--- config.mk ---
export PLATFORM = sky130hd
export DESIGN_NAME = symbol_buffer_pingpong
export DESIGN_NICKNAME = d
export VERILOG_FILES = /design/src/rtl/sync_long_pkg.sv /design/src/rtl/sym_bank.sv /design/src/rtl/symbol_buffer_pingpong.sv
export SDC_FILE = /design/constraint.sdc
export NUM_CORES = 2
export LEC_CHECK = 0
export ABC_CLOCK_PERIOD_IN_PS = 4450
export CAP_MARGIN = 20
export CORE_MARGIN = 2
export CORE_UTILIZATION = 37
export CTS_CLUSTER_DIAMETER = 150
export DETAILED_ROUTE_END_ITERATION = 7
export GPL_TIMING_DRIVEN = 1
export PLACE_DENSITY_LB_ADDON = 0.1
export REMOVE_ABC_BUFFERS = 1
export SETUP_SLACK_MARGIN = 0.5
export SLEW_MARGIN = 15
export SYNTH_ARGS = -nofsm -noshare
export SYNTH_HDL_FRONTEND = slang
export SYNTH_SLANG_ARGS = --single-unit
--- constraint.sdc ---
create_clock -name CLK -period 4.45 [get_ports CLK]
set_input_delay 0.6675 -clock CLK [delete_from_list [all_inputs] [get_ports CLK]]
set_output_delay 0.6675 -clock CLK [all_outputs]
set_load 0.01 [all_outputs]
--- src/rtl/sync_long_pkg.sv ---
// Shared constants and FSM state encodings for the long-sync / symbol-buffer chain.
package sync_long_pkg;

    localparam int SYM_LEN    = 64;
    localparam int CP_LEN     = 16;
    localparam int DATA_WIDTH = 16;

    typedef enum logic {
        W_FILL    = 1'b0,
        W_DISCARD = 1'b1
    } wr_state_t;

    typedef enum logic {
        R_IDLE   = 1'b0,
        R_STREAM = 1'b1
    } rd_state_t;

endpackage

--- src/rtl/sym_bank.sv ---
// One symbol bank: SYM_LEN I/Q registers with a write port, indexed read, full flag and tag.
module sym_bank #(
    parameter int DATA_WIDTH = sync_long_pkg::DATA_WIDTH,
    parameter int SYM_LEN    = sync_long_pkg::SYM_LEN
) (
    input  logic                       CLK,
    input  logic                       s_RST,
    input  logic                       wr_en,
    input  logic [$clog2(SYM_LEN)-1:0] wr_idx,
    input  logic [DATA_WIDTH-1:0]      wr_I,
    input  logic [DATA_WIDTH-1:0]      wr_Q,
    input  logic                       tag_we,
    input  logic                       tag_in,
    input  logic                       set_full,
    input  logic                       clr_full,
    input  logic [$clog2(SYM_LEN)-1:0] rd_idx,
    output logic [DATA_WIDTH-1:0]      rd_I,
    output logic [DATA_WIDTH-1:0]      rd_Q,
    output logic                       full,
    output logic                       tag
);

    logic [2*DATA_WIDTH-1:0] mem [SYM_LEN];

    // NOTE: sample storage is deliberately not reset; the full flag alone
    // decides whether its contents are meaningful, so clearing it is wasted logic.
    always_ff @(posedge CLK) begin
        if (wr_en) begin
            mem[wr_idx] <= {wr_I, wr_Q};
        end
    end

    // A free and a fill in the same cycle resolve as free-then-fill.
    always_ff @(posedge CLK) begin
        if (s_RST) begin
            full <= 1'b0;
            tag  <= 1'b0;
        end else begin
            full <= (full & ~clr_full) | set_full;
            if (tag_we) begin
                tag <= tag_in;
            end
        end
    end

    assign {rd_I, rd_Q} = mem[rd_idx];

endmodule

--- src/rtl/symbol_buffer_pingpong.sv ---
// Ping-pong symbol buffer between the long-sync phase corrector and the 64-point FFT;
// collects SYM_LEN-sample symbols and streams them out over valid/ready, tagged long/data.
module symbol_buffer_pingpong
    import sync_long_pkg::*;
#(
    parameter int DATA_WIDTH    = sync_long_pkg::DATA_WIDTH,
    parameter int SYM_LEN       = sync_long_pkg::SYM_LEN,
    parameter int SYM_CNT_WIDTH = 8
) (
    input  logic                       CLK,
    input  logic                       s_RST,
    input  logic                       in_frame_reset,
    input  logic                       in_strobe,
    input  logic [DATA_WIDTH-1:0]      in_I,
    input  logic [DATA_WIDTH-1:0]      in_Q,
    input  logic                       in_long,
    input  logic                       in_stream,
    output logic                       out_valid,
    input  logic                       out_ready,
    output logic [DATA_WIDTH-1:0]      out_I,
    output logic [DATA_WIDTH-1:0]      out_Q,
    output logic [$clog2(SYM_LEN)-1:0] out_index,
    output logic                       out_last,
    output logic                       out_is_long,
    output logic [SYM_CNT_WIDTH-1:0]   out_sym_count,
    output logic                       overflow
);

    localparam int IDX_W = $clog2(SYM_LEN);
    localparam logic [IDX_W-1:0] LAST_IDX = IDX_W'(SYM_LEN - 1);

    logic clr;
    logic acc;
    logic qual_drop;

    wr_state_t        wr_state, wr_state_nxt;
    logic [IDX_W-1:0] wr_ptr, wr_ptr_nxt;
    logic             wr_bank, wr_bank_nxt;
    logic             overflow_nxt;
    logic             wr_en;
    logic             wr_last;
    logic             wr_avail;

    rd_state_t                rd_state, rd_state_nxt;
    logic [IDX_W-1:0]         rd_ptr, rd_ptr_nxt;
    logic                     rd_bank, rd_bank_nxt;
    logic [SYM_CNT_WIDTH-1:0] sym_cnt, sym_cnt_nxt;
    logic                     xfer;
    logic                     rd_last;

    logic [1:0]                 bank_full;
    logic [1:0]                 bank_tag;
    logic [1:0][DATA_WIDTH-1:0] bank_rd_I;
    logic [1:0][DATA_WIDTH-1:0] bank_rd_Q;

    assign clr       = s_RST | in_frame_reset;
    assign acc       = in_strobe & (in_long | in_stream);
    assign qual_drop = ~in_long & ~in_stream & (wr_ptr != '0);

    assign xfer    = (rd_state == R_STREAM) & out_ready;
    assign rd_last = xfer & (rd_ptr == LAST_IDX);

    // The bank being freed this cycle counts as available to a new symbol.
    assign wr_avail = ~bank_full[wr_bank] | (rd_last & (rd_bank == wr_bank));

    for (genvar b = 0; b < 2; b++) begin : g_bank
        sym_bank #(
            .DATA_WIDTH (DATA_WIDTH),
            .SYM_LEN    (SYM_LEN)
        ) u_bank (
            .CLK      (CLK),
            .s_RST    (clr),
            .wr_en    (wr_en & (wr_bank == 1'(b))),
            .wr_idx   (wr_ptr),
            .wr_I     (in_I),
            .wr_Q     (in_Q),
            .tag_we   (wr_en & (wr_bank == 1'(b)) & (wr_ptr == '0)),
            .tag_in   (in_long),
            .set_full (wr_last & (wr_bank == 1'(b))),
            .clr_full (rd_last & (rd_bank == 1'(b))),
            .rd_idx   (rd_ptr),
            .rd_I     (bank_rd_I[b]),
            .rd_Q     (bank_rd_Q[b]),
            .full     (bank_full[b]),
            .tag      (bank_tag[b])
        );
    end

    // NOTE: every signal written here gets a default first, so no path can
    // leave one unassigned and infer a latch.
    always_comb begin
        wr_state_nxt = wr_state;
        wr_ptr_nxt   = wr_ptr;
        wr_bank_nxt  = wr_bank;
        overflow_nxt = overflow;
        wr_en        = 1'b0;
        wr_last      = 1'b0;
        case (wr_state)
            W_FILL: begin
                if (qual_drop) begin
                    wr_ptr_nxt = '0;
                end else if (acc) begin
                    if ((wr_ptr == '0) && !wr_avail) begin
                        // This strobe is the first of the discarded symbol.
                        wr_state_nxt = W_DISCARD;
                        wr_ptr_nxt   = IDX_W'(1);
                        overflow_nxt = 1'b1;
                    end else begin
                        wr_en      = 1'b1;
                        wr_ptr_nxt = wr_ptr + IDX_W'(1);
                        if (wr_ptr == LAST_IDX) begin
                            wr_last     = 1'b1;
                            wr_bank_nxt = ~wr_bank;
                        end
                    end
                end
            end
            W_DISCARD: begin
                // wr_ptr doubles as the discard counter; a qualifier drop is a symbol boundary.
                if (qual_drop) begin
                    wr_ptr_nxt   = '0;
                    wr_state_nxt = W_FILL;
                end else if (acc) begin
                    wr_ptr_nxt   = wr_ptr + IDX_W'(1);
                    overflow_nxt = 1'b1;
                    if (wr_ptr == LAST_IDX) begin
                        wr_state_nxt = W_FILL;
                    end
                end
            end
            default: begin
                wr_state_nxt = W_FILL;
                wr_ptr_nxt   = '0;
            end
        endcase
    end

    always_comb begin
        rd_state_nxt = rd_state;
        rd_ptr_nxt   = rd_ptr;
        rd_bank_nxt  = rd_bank;
        sym_cnt_nxt  = sym_cnt;
        case (rd_state)
            R_IDLE: begin
                if (bank_full[rd_bank]) begin
                    rd_state_nxt = R_STREAM;
                    rd_ptr_nxt   = '0;
                end
            end
            R_STREAM: begin
                if (xfer) begin
                    rd_ptr_nxt = rd_ptr + IDX_W'(1);
                end
                if (rd_last) begin
                    rd_bank_nxt = ~rd_bank;
                    if (sym_cnt != '1) begin
                        sym_cnt_nxt = sym_cnt + 1'b1;
                    end
                    // Other bank already waiting: continue with no bubble.
                    if (!bank_full[~rd_bank]) begin
                        rd_state_nxt = R_IDLE;
                    end
                end
            end
            default: begin
                rd_state_nxt = R_IDLE;
                rd_ptr_nxt   = '0;
            end
        endcase
    end

    // NOTE: state registers use non-blocking assignments so every register
    // samples the pre-edge values regardless of statement order.
    always_ff @(posedge CLK) begin
        if (clr) begin
            wr_state <= W_FILL;
            wr_ptr   <= '0;
            wr_bank  <= 1'b0;
            overflow <= 1'b0;
            rd_state <= R_IDLE;
            rd_ptr   <= '0;
            rd_bank  <= 1'b0;
            sym_cnt  <= '0;
        end else begin
            wr_state <= wr_state_nxt;
            wr_ptr   <= wr_ptr_nxt;
            wr_bank  <= wr_bank_nxt;
            overflow <= overflow_nxt;
            rd_state <= rd_state_nxt;
            rd_ptr   <= rd_ptr_nxt;
            rd_bank  <= rd_bank_nxt;
            sym_cnt  <= sym_cnt_nxt;
        end
    end

    assign out_valid     = (rd_state == R_STREAM);
    assign out_I         = out_valid ? bank_rd_I[rd_bank] : '0;
    assign out_Q         = out_valid ? bank_rd_Q[rd_bank] : '0;
    assign out_index     = rd_ptr;
    assign out_last      = out_valid & (rd_ptr == LAST_IDX);
    assign out_is_long   = out_valid & bank_tag[rd_bank];
    assign out_sym_count = sym_cnt;

endmodule

Word-level counts from Yosys, hierarchy flattened --
Memories as Yosys holds them, arrays and structs flattened. A register that Yosys moved wholly into a read port is not among the register bits. Index checks and enable logic that the tools add are counted. Widths: inputs -> output; s select.
Cells by class: $add $sub $neg 3, magnitude comparators 3, eq/ne operators 13, mux-type cells 57, bitwise gates (word level) 34, reduce and logical (&&, ||, !) cells 10
Operators with widths (number):
- $mux 16 | 6
- $mux 6 | 11
- $mux 1 | 35
- $pmux 6 s2 | 2
- $and 1x1->1 | 18
- $add 6x1->6 const B | 2
- $eq 6x6->1 const B | 2
- $ne 2x2->1 const B | 6
- $not 1->1 | 11
- $reduce_and 5->1 | 2
- $add 8x1->8 const B | 1
- $ne 8x8->1 const B | 1
- $logic_not 6->1 | 1
- $lt 1x2->1 const B | 3
- $ne 3x3->1 const B | 2
- $pmux 1 s2 | 3
- $reduce_and 2->1 | 3
- $reduce_bool 6->1 | 1
- $or 1x1->1 | 5
- $reduce_and 3->1 | 1
- $ne 2x1->1 const B | 1
- $eq 1x1->1 | 1
- $logic_and 1x1->1 | 1
- $logic_not 1->1 | 1
Storage, ports and cells: flip-flop bits (word level) 29, bits in writable memories 4096, output and inout port bits 50, word-level logic and storage cells 134, memories kept 2
Memories:
- g_bank[0].u_bank.mem | words 64, bits a word 32, read ports 1, clocked after memory_dff 1, wr ports 1, RTL line sym_bank.sv:23 | logic [2*DATA_WIDTH-1:0] mem [SYM_LEN];
- g_bank[1].u_bank.mem | words 64, bits a word 32, read ports 1, clocked after memory_dff 1, wr ports 1, RTL line sym_bank.sv:23

Longest topological paths before layout --
depth in word-level cells 13, depth in mapped cells 11, depth with buffers taken out 7

Cells and area by module --
Synthesis repeated with hierarchy kept, for this count alone.
Second synthesis, totals: cell total of the unflattened synthesis 6836, area total of the unflattened synthesis 157837.6 µm²
Modules (own cells, without submodules):
- sym_bank | times used 2, cells each 3298, area an instance 77949.8 µm²
- symbol_buffer_pingpong | times used 1, cells each 240, area an instance 1938.1 µm²

Worst setup path after synthesis --
OpenSTA, ideal clock, no wires.
path type in2reg, start input out_ready, end memory g_bank[0].u_bank.mem[63][0] (netlist bit), enable pin, arrival 4.039 ns, data required time 3.982 ns, setup slack -0.057 ns, stages on the path 5, buffers on the path 2, cells stage by stage clkbuf_1 nand4_1 a211oi_1 buf_2 nor3b_1
Between the ends: cells in the longest elaborated chain, start to end 13
Ends and longest elaborated chain:
- start, declared | RTL line symbol_buffer_pingpong.sv:19 | input logic out_ready,
- $and 1x1->1 | RTL line symbol_buffer_pingpong.sv:60 | assign xfer = (rd_state == R_STREAM) & out_ready;
- $and 1x1->1 | RTL line symbol_buffer_pingpong.sv:61 | assign rd_last = xfer & (rd_ptr == LAST_IDX);
- $and 1x1->1 | RTL line symbol_buffer_pingpong.sv:64 | assign wr_avail = ~bank_full[wr_bank] | (rd_last & (rd_bank == wr_bank));
- $or 1x1->1 | RTL line symbol_buffer_pingpong.sv:64
- $logic_not 1->1 | RTL line symbol_buffer_pingpong.sv:103 | if ((wr_ptr == '0) && !wr_avail) begin
- $logic_and 1x1->1 | RTL line symbol_buffer_pingpong.sv:103
- $mux 1 | RTL line symbol_buffer_pingpong.sv:103
- $mux 1 | RTL line symbol_buffer_pingpong.sv:102 | end else if (acc) begin
- $mux 1 | RTL line symbol_buffer_pingpong.sv:100 | if (qual_drop) begin
- $mux 1 | RTL line symbol_buffer_pingpong.sv:98 | case (wr_state)
- $and 1x1->1 | RTL line symbol_buffer_pingpong.sv:73 | .wr_en (wr_en & (wr_bank == 1'(b))),
- $mux 1 | RTL line sym_bank.sv:28 | if (wr_en) begin
- $mux 1 (not written as such) | RTL line sym_bank.sv:29 | mem[wr_idx] <= {wr_I, wr_Q};
- end, declared | RTL line sym_bank.sv:23
Every way passes these cells.

==> run metrics <==
Die ar.=430000 um2; Post-synth EDFFs=4096; setup violators final=32; CP max stage cell=mux4_2; CP endpoint kind=output pin; leading area contributor after synthesis=edfxtp_1; GP Congestion=slightly above 0.8; FP Rows=239; clock slew at reported path FFs=around 0.060 ns; final slew viol count=0; CTS Root Cell=clkbuf_16; worst vdd ir=between 0.3 and 0.4 mV; Internal=63100 uW; combinational power share=1.2%; port bufs=88; Power Total=79000 uW; Final Cell Area=191000 um2; share of layout cells above drive strength 1=30.5%; clk buf depth=4; Worst EP required=~3.8 ns; Tightest Hold Check Type=in2reg; area delta synth->final=21.9%; pin count of the biggest net entering global routing=between 100 and 150; slowest stage delay, CP=0.57 ns; drt pass-1 iters=5; worst-path cell chain=buf_12, buf_16, buf_12, buf_4, buf_12, buf_16, buf_6, mux4_2, a221oi_4, nand4_1, o31a_1, buf_6; Clock power frac=around 45%; clock sinks=4131; unrepaired setup endpoints after global routing=yes; initial antenna violation count=19; critical path fanouts, max=6; Yosys top cell area share=78.3%; Yosys reg bits=4131; Initial Util=37.1%; Worst-Margin Slew=1.16 ns; first-pass GRT wire length=659000 um; Mapped Area=157000 um2; Switching Fraction=a little over 20%; Vias=79600; placed cells=13300; largest cells by area after synthesis=edfxtp_1 (78%), mux4_2 (9.8%), mux2i_1 (4.3%); PD cells=413 nW/um2; yosys synthesis warning count=0; Final nets=8334; core area=423000 um2; fin cells=approximately 14000; switching power=15900 uW; crit start category=register; sequential share of the synthesized area=78.7%; detailed placer's ending HPWL=279000 um; relative slew slack=22.6%; WL/cell=about 33 um; Synth cell types=51; Worst-Skew Late Latency=a little under 1 ns; Syn Area/Cell=between 20 and 25 um2; hold violation count in the final report=0; final worst slack=-0.426 ns; GRT Util Overall=between 20% and 30%; main flop type after synthesis=edfxtp_1; dpl cell area=around 170000 um2; Routed Wire Length=approximately 480000 um; vias in the first global route=80000; DRT antenna net count=0; WS Path Type=reg2out; CTS tree=done; async set-reset flop share out of synthesis=0%; sequential share of power=54.1%; Die H=656 um; CP most frequent cell=buf_12; crit path time final=around 5 ns; clk_skew=0.0433 ns; maximum clock frequency=approximately 210 MHz; IO Count=89; grt total ovfl=0; Die Span X=656 um; Fill cells=35600; Static Leak=0.0575 uW; H-tree level count=5; Post-route DRC=0; status=complete, but fails checks; Max-cap violations=0; fin crit share=110%; Cells after Synth=7343; violated checks=setup timing; Inserted Clock Buffers=approximately 440; routed vias/inst=5.55; Arrival @ worst endpoint=4.21 ns; Iteration-0 DRC Markers=8868
cell families after synthesis:
kind of cell | synth area share, %
DFF | 78.7
muxes | 14.3
AOI/OAI and AO/OA | 3.84
and+or+nand+nor | 1.73
buffers and inverters | 1.29
xor gates and xnor gates | 0.0613
adders and majority gates | 0.0319
cells in the mapped netlist, types with 3 or more instances:
| cell | instances |
|---|---|
| nor3b_1 | 4 |
| nor4_1 | 4 |
| o21a_1 | 3 |
| nor2b_1 | 11 |
| mux4_2 | 684 |
| nand2_1 | 113 |
| a22oi_1 | 546 |
| a21oi_1 | 20 |
| or3b_2 | 3 |
| nor3_1 | 41 |
| nand3_1 | 89 |
| buf_1 | 22 |
| dfxtp_1 | 35 |
| a22o_1 | 29 |
| nand2b_1 | 4 |
| and2_1 | 6 |
| a31oi_1 | 64 |
| a32oi_1 | 9 |
| o21ai_0 | 85 |
| and3_1 | 11 |
| a221oi_1 | 61 |
| ha_1 | 4 |
| buf_2 | 183 |
| nand3b_1 | 6 |
| nand4_1 | 47 |
| buf_6 | 11 |
| nor2_1 | 187 |
| and4_1 | 27 |
| mux2i_1 | 682 |
| o211ai_1 | 4 |
| buf_4 | 21 |
| edfxtp_1 | 4096 |
| inv_1 | 7 |
| mux4_1 | 8 |
| xor2_1 | 9 |
| clkbuf_1 | 183 |
| a41oi_1 | 4 |
power by group through the flow:
stage,registers (uW),clock network (uW),logic (uW)
global placement,43600,0,881
global route,42800,37600,1010
floorplan,43600,0,69.1
detailed placement,43600,0,933
finish,42800,35300,943
CTS,42800,36100,946
layer usage:
layer / wire length [um] / track usage, %
met1: 218000 / 32.4
met2: 224000 / 34.3
met3: 27000 / 3.05
met4: 8580 / 4.15
met5: 0 / 0
state kept, by name, indices dropped and copies added, names as in the netlist, named ones only:
name and flops:
g_bank.u_bank.mem 4096, out_sym_count 8, out_index 6, wr_ptr 6, g_bank.u_bank.full 2, g_bank.u_bank.tag 2, out_valid 1, overflow 1
rd_bank 1, wr_bank 1, wr_state 1
placed cells by master (no fill, tap or decap), types with 27 or more instances in the layout:
master / count
edfxtp_1: 4096
o21ai_0: 55
clkinv_2: 83
nor2_1: 46
clkbuf_1: 108
nand3_1: 85
buf_6: 121
mux2i_1: 679
a22oi_2: 105
buf_12: 255
a221oi_1: 37
nand4_1: 47
buf_16: 54
a22o_1: 27
mux4_2: 685
nand2_1: 90
a31oi_4: 29
dfxtp_1: 29
clkbuf_16: 456
buf_4: 435
a22oi_1: 441
bufinv_16: 30
nor2_4: 135
clkinv_1: 108
through the flow:
step                      hold slack (ns)  utilization [%]  setup WS, ns  TNS (ns)
after CTS                          0.0465             44.9        -0.527    -11.23
after floorplan                     0.463                -        -48.14  -2271.06
after global placement              0.476             40.6         -1.18     -7.95
after global routing               0.0610             45.2        -0.453    -10.93
final                               0.125             45.2        -0.426     -7.79
after detailed placement            0.497             40.6        -0.605     -5.60
worst max-delay path: cells and delay by family (launching register included):
family	cells	cell delay, ns
buffers and inverters	8	1.05
AOI/OAI and AO/OA	2	0.79
muxes	1	0.57
and+or+nand+nor	1	0.41
DFF	1	0.37
worst paths after layout:
| path | cells past startpoint | start | to | slack, ns |
|---|---|---|---|---|
| hold reg to reg | 2 | g_bank[0].u_bank.tag | g_bank[0].u_bank.tag | 0.50 |
| setup reg to reg | 9 | out_index[1] | g_bank[1].u_bank.mem[24][5] | 1.11 |
| hold / removal | 1 | in_Q[5] | g_bank[1].u_bank.mem[12][5] | 0.12 |
| setup / recovery | 12 | register | out_I[11] | -0.43 |
area by class of cell:
class	count	area (um2)	area share, %
antenna	15	37.5	0.0196
clock buffer	559	11700	6.11
clock inverter	245	2040	1.07
inverter	7	27.5	0.0144
multi-input combinational	2783	34500	18.0
sequential	4131	124000	64.6
tap	5663	7090	3.70
timing repair buffer	925	12300	6.43
timing repair:
action                                  4_1_cts  5_1_grt
cloned                                       28        4
endpoints found under the hold margin         1        0
endpoints found under the setup margin       33       32
buffers inserted                            109       77
gates resized for setup                     612      112
hold buffers                                  1        0
pin swaps                                   118       91
Power figures use the tool's default switching activity.
